$ cat src/rtl/fetch_pkg.sv
// Shared types and sizing helpers for the instruction-fetch queue.
// Latency: none (declarations only).
// Backpressure: none (declarations only).
package fetch_pkg;

  localparam int XLEN    = 32;
  localparam int PC_STEP = 1;

  // One reservation slot: the PC it was fetched from, the returned word,
  // and whether the word has come back yet.
  typedef struct packed {
    logic [XLEN-1:0] pc;
    logic [XLEN-1:0] ir;
    logic            filled;
  } fetch_entry_t;

  // Bits needed to encode the values 0..n-1 (never less than one bit).
  function automatic int idx_width(input int n);
    return (n <= 2) ? 1 : $clog2(n);
  endfunction

endpackage

$ cat src/rtl/fetch_rsv_buffer.sv
// In-order reservation ring: slots are allocated at request, filled at response, popped by decode.
// Latency: fill visible at head one cycle after the fill strobe.
// Backpressure: caller must not alloc when count==DEPTH, nor fill/pop an empty/unfilled slot.
module fetch_rsv_buffer
  import fetch_pkg::*;
#(
  parameter int DEPTH = 4,
  localparam int PW = idx_width(DEPTH),
  localparam int CW = idx_width(DEPTH + 1)
) (
  input  logic               clk,
  input  logic               rst,
  input  logic               flush,
  input  logic               alloc,
  input  logic [XLEN-1:0]    alloc_pc,
  input  logic               fill,
  input  logic [XLEN-1:0]    fill_ir,
  input  logic               pop,
  output fetch_entry_t       head,
  output logic [CW-1:0]      count,
  output logic [CW-1:0]      unfilled
);

  fetch_entry_t  ring [DEPTH];
  logic [PW-1:0] head_ptr;
  logic [PW-1:0] tail_ptr;
  logic [PW-1:0] fill_ptr;

  assign head = ring[head_ptr];

  // Ring storage and the three wrapping pointers; flush only clears the filled flags
  // because stale pc/ir contents are invisible once filled is low.
  always_ff @(posedge clk or posedge rst) begin
    if (rst) begin
      for (int i = 0; i < DEPTH; i++) ring[i] <= '0;
      head_ptr <= '0;
      tail_ptr <= '0;
      fill_ptr <= '0;
      count    <= '0;
      unfilled <= '0;
    end else if (flush) begin
      for (int i = 0; i < DEPTH; i++) ring[i].filled <= 1'b0;
      head_ptr <= '0;
      tail_ptr <= '0;
      fill_ptr <= '0;
      count    <= '0;
      unfilled <= '0;
    end else begin
      if (alloc) begin
        ring[tail_ptr].pc     <= alloc_pc;
        ring[tail_ptr].filled <= 1'b0;
        tail_ptr              <= tail_ptr + PW'(1);
      end
      if (fill) begin
        ring[fill_ptr].ir     <= fill_ir;
        ring[fill_ptr].filled <= 1'b1;
        fill_ptr              <= fill_ptr + PW'(1);
      end
      if (pop) begin
        ring[head_ptr].filled <= 1'b0;
        head_ptr              <= head_ptr + PW'(1);
      end
      count    <= count + CW'(alloc) - CW'(pop);
      unfilled <= unfilled + CW'(alloc) - CW'(fill);
    end
  end

endmodule

$ cat src/rtl/if_fetch_queue.sv
// Fetch stage: owns the fetch PC, issues pipelined REQ/GNT requests and queues tagged instructions for decode.
// Latency: GNT at t, RVALID at t+k, IR_VALID at t+k+1.
// Backpressure: stops requesting when buffered + to-be-discarded responses reach DEPTH; decode stalls via IR_READY.
module if_fetch_queue
  import fetch_pkg::*;
#(
  parameter int              XLEN     = fetch_pkg::XLEN,
  parameter int              DEPTH    = 4,
  parameter logic [XLEN-1:0] RESET_PC = '0,
  parameter int              PC_STEP  = fetch_pkg::PC_STEP
) (
  input  logic            CLOCK,
  input  logic            RESET,
  input  logic            REDIRECT,
  input  logic [XLEN-1:0] REDIRECT_PC,
  output logic            IMEM_REQ,
  output logic [XLEN-1:0] IMEM_ADDR,
  input  logic            IMEM_GNT,
  input  logic            IMEM_RVALID,
  input  logic [XLEN-1:0] IMEM_RDATA,
  output logic            IR_VALID,
  input  logic            IR_READY,
  output logic [XLEN-1:0] IR,
  output logic [XLEN-1:0] PC_OUT,
  output logic [XLEN-1:0] PC_M1
);

  localparam int              CW      = idx_width(DEPTH + 1);
  localparam logic [XLEN-1:0] STEP    = XLEN'(PC_STEP);
  localparam logic [CW:0]     DEPTH_W = (CW + 1)'(DEPTH);

  logic [XLEN-1:0] fetch_pc;
  logic [CW-1:0]   drop_cnt;
  logic [CW-1:0]   count;
  logic [CW-1:0]   unfilled;
  logic [CW:0]     occupancy;
  fetch_entry_t    head;
  logic            grant;
  logic            fill;
  logic            pop;
  logic            drop;

  fetch_rsv_buffer #(.DEPTH(DEPTH)) u_rsv (
    .clk      (CLOCK),
    .rst      (RESET),
    .flush    (REDIRECT),
    .alloc    (grant),
    .alloc_pc (fetch_pc),
    .fill     (fill),
    .fill_ir  (IMEM_RDATA),
    .pop      (pop),
    .head     (head),
    .count    (count),
    .unfilled (unfilled)
  );

  assign IMEM_ADDR = fetch_pc;
  assign IR_VALID  = head.filled;
  assign IR        = head.ir;
  assign PC_OUT    = head.pc;
  assign PC_M1     = head.pc + STEP;

  // Issue gating and event decode; a slot stays reserved until its response is either
  // popped by decode or discarded after a redirect, so both count toward occupancy.
  always_comb begin
    occupancy = {1'b0, count} + {1'b0, drop_cnt};
    IMEM_REQ  = !RESET && !REDIRECT && (occupancy < DEPTH_W);
    grant     = IMEM_REQ && IMEM_GNT;
    drop      = IMEM_RVALID && (drop_cnt != '0);
    fill      = IMEM_RVALID && (drop_cnt == '0) && !REDIRECT;
    pop       = IR_VALID && IR_READY && !REDIRECT;
  end

  // Fetch PC: redirect wins, otherwise advance (wrapping) on each accepted request.
  always_ff @(posedge CLOCK or posedge RESET) begin
    if (RESET)         fetch_pc <= RESET_PC;
    else if (REDIRECT) fetch_pc <= REDIRECT_PC;
    else if (grant)    fetch_pc <= fetch_pc + STEP;
  end

  // Responses still owed by memory for flushed slots; any response arriving in the
  // redirect cycle is thrown away, whichever bucket it would have come from.
  always_ff @(posedge CLOCK or posedge RESET) begin
    if (RESET)         drop_cnt <= '0;
    else if (REDIRECT) drop_cnt <= drop_cnt + unfilled - CW'(IMEM_RVALID);
    else if (drop)     drop_cnt <= drop_cnt - CW'(1);
  end

  // Memory must never answer a request that was not issued.
  a_no_orphan_rvalid: assert property (@(posedge CLOCK) disable iff (RESET)
    IMEM_RVALID |-> ((drop_cnt != '0) || (unfilled != '0)));

  // Buffered plus pending-discard slots never exceed the ring size.
  a_occupancy_bound: assert property (@(posedge CLOCK) disable iff (RESET)
    occupancy <= DEPTH_W);

endmodule

$ cat config.mk
export PLATFORM = sky130hd
export DESIGN_NAME = if_fetch_queue
export DESIGN_NICKNAME = d
export VERILOG_FILES = /design/src/rtl/fetch_pkg.sv /design/src/rtl/fetch_rsv_buffer.sv /design/src/rtl/if_fetch_queue.sv
export SDC_FILE = /design/constraint.sdc
export NUM_CORES = 1
export LEC_CHECK = 0
export CORE_MARGIN = 2
export CORE_UTILIZATION = 48
export DETAILED_ROUTE_END_ITERATION = 16
export GPL_TIMING_DRIVEN = 0
export HOLD_SLACK_MARGIN = 0.08
export PLACE_DENSITY = 0.71
export SETUP_SLACK_MARGIN = 0.02
export SLEW_MARGIN = 20
export SYNTH_ARGS = -nofsm -noshare
export SYNTH_HDL_FRONTEND = slang
export SYNTH_SLANG_ARGS = --single-unit
$ cat constraint.sdc
create_clock -name CLOCK -period 29.6 [get_ports CLOCK]
set_input_delay 4.44 -clock CLOCK [delete_from_list [all_inputs] [get_ports CLOCK]]
set_output_delay 4.44 -clock CLOCK [all_outputs]
set_load 0.01 [all_outputs]
==> run_results.csv <==
group,metric,value,unit
run_status,outcome,"finished, final reports clean",
yosys,yosysTopAreaCell,"dfrtp_1",
yosys,synth-edff-count,0,
detailed_routing,drtAntennaViolNets,0,
worst_setup_path,cp-end-kind,"output port",
floorplanning,chipHeight,180,µm
placement,dp_hpwl,27100,µm
global_route,grt_pass1_wl,60100,µm
final_layout,area_growth,25.2,%
worst_setup_path,critical_path.startpoint_type,"input pin",
detailed_routing,via_per_inst,5.71,
clock_tree,cts_resized,0,
worst_setup_path,crit_chain,"clkdlybuf4s50_1 > inv_8 > buf_16 > buf_16 > and3_1 > clkdlybuf4s50_1",
worst_setup_path,worst-path-max-fanout,105,
floorplanning,io_pins,200,
clock_tree,cts_sinks,307,
yosys,ys_seq_area_share,51.5,%
yosys,ys_top_cells_by_area,"dfrtp_1 (51%), mux2_2 (18%), mux4_2 (7.2%)",
global_route,grt_overflow,0,
power_and_ir_drop,ir_drop,0.0000469,V
floorplanning,die_x,180,µm
power_and_ir_drop,power.density,80.9,nW/µm²
yosys,synth_cell_types,50,
sta,drv_slew,0,
clock_tree,clockBufferDepth,3,
yosys,netlist_area,14900,µm²
clock_tree,cts_tree,"done",
yosys,syn_inst,1106,
final_layout,finalNetCount,1442,
final_layout,nFillCells,2423,
sta,fin_tns_setup,0,ps
final_layout,layout-drive-gt1-share,27.7,%
global_route,grt_max_degree,106,
sta,fin_crit_sh,38.7,%
worst_setup_path,worstPathArrival,7020,ps
floorplanning,rows,64,
worst_setup_path,cp_slowest_cell,"clkdlybuf4s50_1",
clock_tree,cts_max_level,2,
floorplanning,core-area,30600,µm²
clock_tree,cts_root_buf,"clkbuf_16",
sta,min_period,11460,ps
worst_setup_path,slowest_delay,550,ps
detailed_routing,drtIter0Drc,799,
detailed_routing,wl_per_cell,21.6,µm
worst_setup_path,critPathRequiredTime,25160,ps
clock_tree,clk_latency,510,ps
yosys,synthFlopType,"dfrtp_1",
global_route,antenna_found_initial,2,
flow_run,maxCapViolations,0,
global_route,grt_usage,23.6,%
sta,setup_viol,0,
final_layout,final_cell_count_no_fill,1763,
worst_setup_path,crit_family,"buffers and inverters",
power_and_ir_drop,p_leak,8.44,nW
worst_setup_path,worstSetupPathType,"input pin to output port",
yosys,ys_async_sr_fraction,100,%
yosys,synthesis.nets,1204,
detailed_routing,routed-via-count,10100,
floorplanning,die-area,32500,µm²
sta,relSlewSlack,42.1,%
worst_setup_path,crit_buf_inv,5,
sta,rsz0062_at_grt,"no",
detailed_routing,wl,38000,µm
detailed_routing,firstDrtPassIters,5,
placement,dpl.cell_count,1703,
global_route,grt_pass1_vias,10400,
sta,worstMarginPinSlew,866,ps
yosys,synth_top_area_share,51.5,%
clock_tree,cts_setup_buffers,0,
detailed_routing,drc_errors,0,
sta,skew,12.6,ps
clock_tree,ctsHoldBuffers,0,
yosys,ys_seq_elements,307,
floorplanning,initial_utilization,48.8,%
clock_tree,path_clk_slew,50,ps
placement,numPortBuffers,198,
placement,place_congestion,0.860,
min_path,hold_path.class,"register to register",
sta,clock.fmax,87.3,MHz
sta,hold_viol,0,
yosys,yosys_warnings,0,
clock_tree,cts_made_buffers,35,
yosys,synth.avg_cell_area,13.5,µm²
==> routing by layer <==
layer	GRT usage (%)	wire (µm)
met1	30.6	15600
met5	0	11
met4	6.97	964
met3	6.89	3150
met2	38.6	18300
==> final timing paths <==
check	from	endpoint	slack (ps)	depth (start not counted)
max	RESET	IMEM_REQ	18140	6
min	register	register	480	2
max reg2reg	u_rsv.head_ptr[0]	u_rsv.count[2]	25920	13
min reg2reg	register	register	480	2
max in group asynchronous	RESET	asynchronous set/reset pin	23700	5
min in group asynchronous	RESET	asynchronous set/reset pin	4330	2
==> report_power, final <==
group          switching (mW)  internal (mW)
Sequential             0.0545          0.515
Clock                   0.165          0.279
Combinational           0.214          0.286
==> worst register-to-register path, delay by kind of cell (launching register included) <==
kind / cells / cell delay (ps)
xor+xnor: 1 / 160
mux: 1 / 640
flops: 1 / 520
simple gates: 3 / 410
buf+inv: 5 / 1000
fa+ha+maj: 3 / 800
==> synthesized netlist by cell type (2+ instances only) <==
| master | number |
|---|---|
| xor2_1 | 22 |
| or4_1 | 5 |
| dfrtp_1 | 307 |
| fa_1 | 3 |
| buf_2 | 16 |
| mux4_1 | 17 |
| nor2_1 | 32 |
| and3_1 | 13 |
| nor3_2 | 5 |
| clkbuf_1 | 33 |
| and4_1 | 10 |
| mux2i_1 | 5 |
| a221o_1 | 4 |
| and2_1 | 8 |
| a32oi_1 | 2 |
| nor4_1 | 3 |
| nor3_1 | 3 |
| ha_1 | 25 |
| nand2b_1 | 3 |
| and4_4 | 2 |
| o211ai_1 | 10 |
| nand4_1 | 21 |
| mux4_2 | 48 |
| inv_1 | 27 |
| o31ai_1 | 2 |
| xnor2_1 | 26 |
| a221oi_1 | 4 |
| o21ai_0 | 43 |
| nor2b_1 | 5 |
| mux2_2 | 237 |
| buf_1 | 15 |
| nor3b_1 | 4 |
| buf_4 | 3 |
| nand4_4 | 2 |
| nand3_1 | 23 |
| buf_6 | 3 |
| nand2_1 | 85 |
| a31oi_1 | 4 |
| or3_1 | 4 |
| a21oi_1 | 12 |
==> final cells by class <==
cell class / instances / area [µm²] / area share, %
Antenna cell: 2 / 5.00 / 0.0268
Buffer: 71 / 337 / 1.80
Clock buffer: 49 / 1040 / 5.57
Clock inverter: 9 / 148 / 0.790
Inverter: 28 / 113 / 0.603
Multi-Input combinational cell: 700 / 6800 / 36.4
Sequential cell: 307 / 7680 / 41.1
Tap cell: 396 / 495 / 2.65
Timing Repair Buffer: 201 / 2060 / 11.1
==> cells by family (layout without fill, tap and decap cells) <==
family,Yosys count,in the layout,share of synthesized area [%]
other,0,2,0
flip-flops,307,307,51.5
buffers and inverters,99,358,2.96
adder cells (fa/ha/maj),28,28,2.50
AND/OR/NAND/NOR,231,231,8.25
multiplexers,307,307,28.5
AO/OA/AOI/OAI,86,86,3.51
XOR/XNOR,48,48,2.82
==> placed cells by master, fill, tap and decap left out, drive strengths merged, types with 5 or more instances in the layout <==
| cell type | Yosys | final |
|---|---|---|
| buf | 38 | 41 |
| xnor2 | 26 | 26 |
| and2 | 8 | 8 |
| nor2 | 32 | 32 |
| or4 | 5 | 5 |
| a21oi | 12 | 12 |
| inv | 28 | 28 |
| mux2 | 237 | 237 |
| ha | 25 | 25 |
| clkdlybuf4s50 | 0 | 198 |
| and4 | 12 | 12 |
| nand2 | 86 | 86 |
| nor2b | 5 | 5 |
| nand4 | 23 | 23 |
| nand3 | 23 | 23 |
| o211ai | 10 | 10 |
| xor2 | 22 | 22 |
| and3 | 13 | 13 |
| nor3 | 8 | 8 |
| mux4 | 65 | 65 |
| o21ai | 43 | 43 |
| dfrtp | 307 | 307 |
| mux2i | 5 | 5 |
| clkbuf | 33 | 82 |
==> through the flow <==
step | hold slack, ps | setup slack [ps] | util [%] | power, mW | cell area [µm²]
final | 479 | 18140 | 61.1 | 1.51 | 18700
after detailed placement | 467 | 18030 | 57.2 | 1.08 | 17500
after floorplan | 442 | 13480 | - | 0.837 | 14900
after global routing | 501 | 17830 | 61.1 | 1.59 | 18700
after CTS | 479 | 18030 | 61.1 | 1.52 | 18700
after global placement | 454 | 9850 | 56.9 | 1.06 | 17400
(Power assumes the default switching activity.)
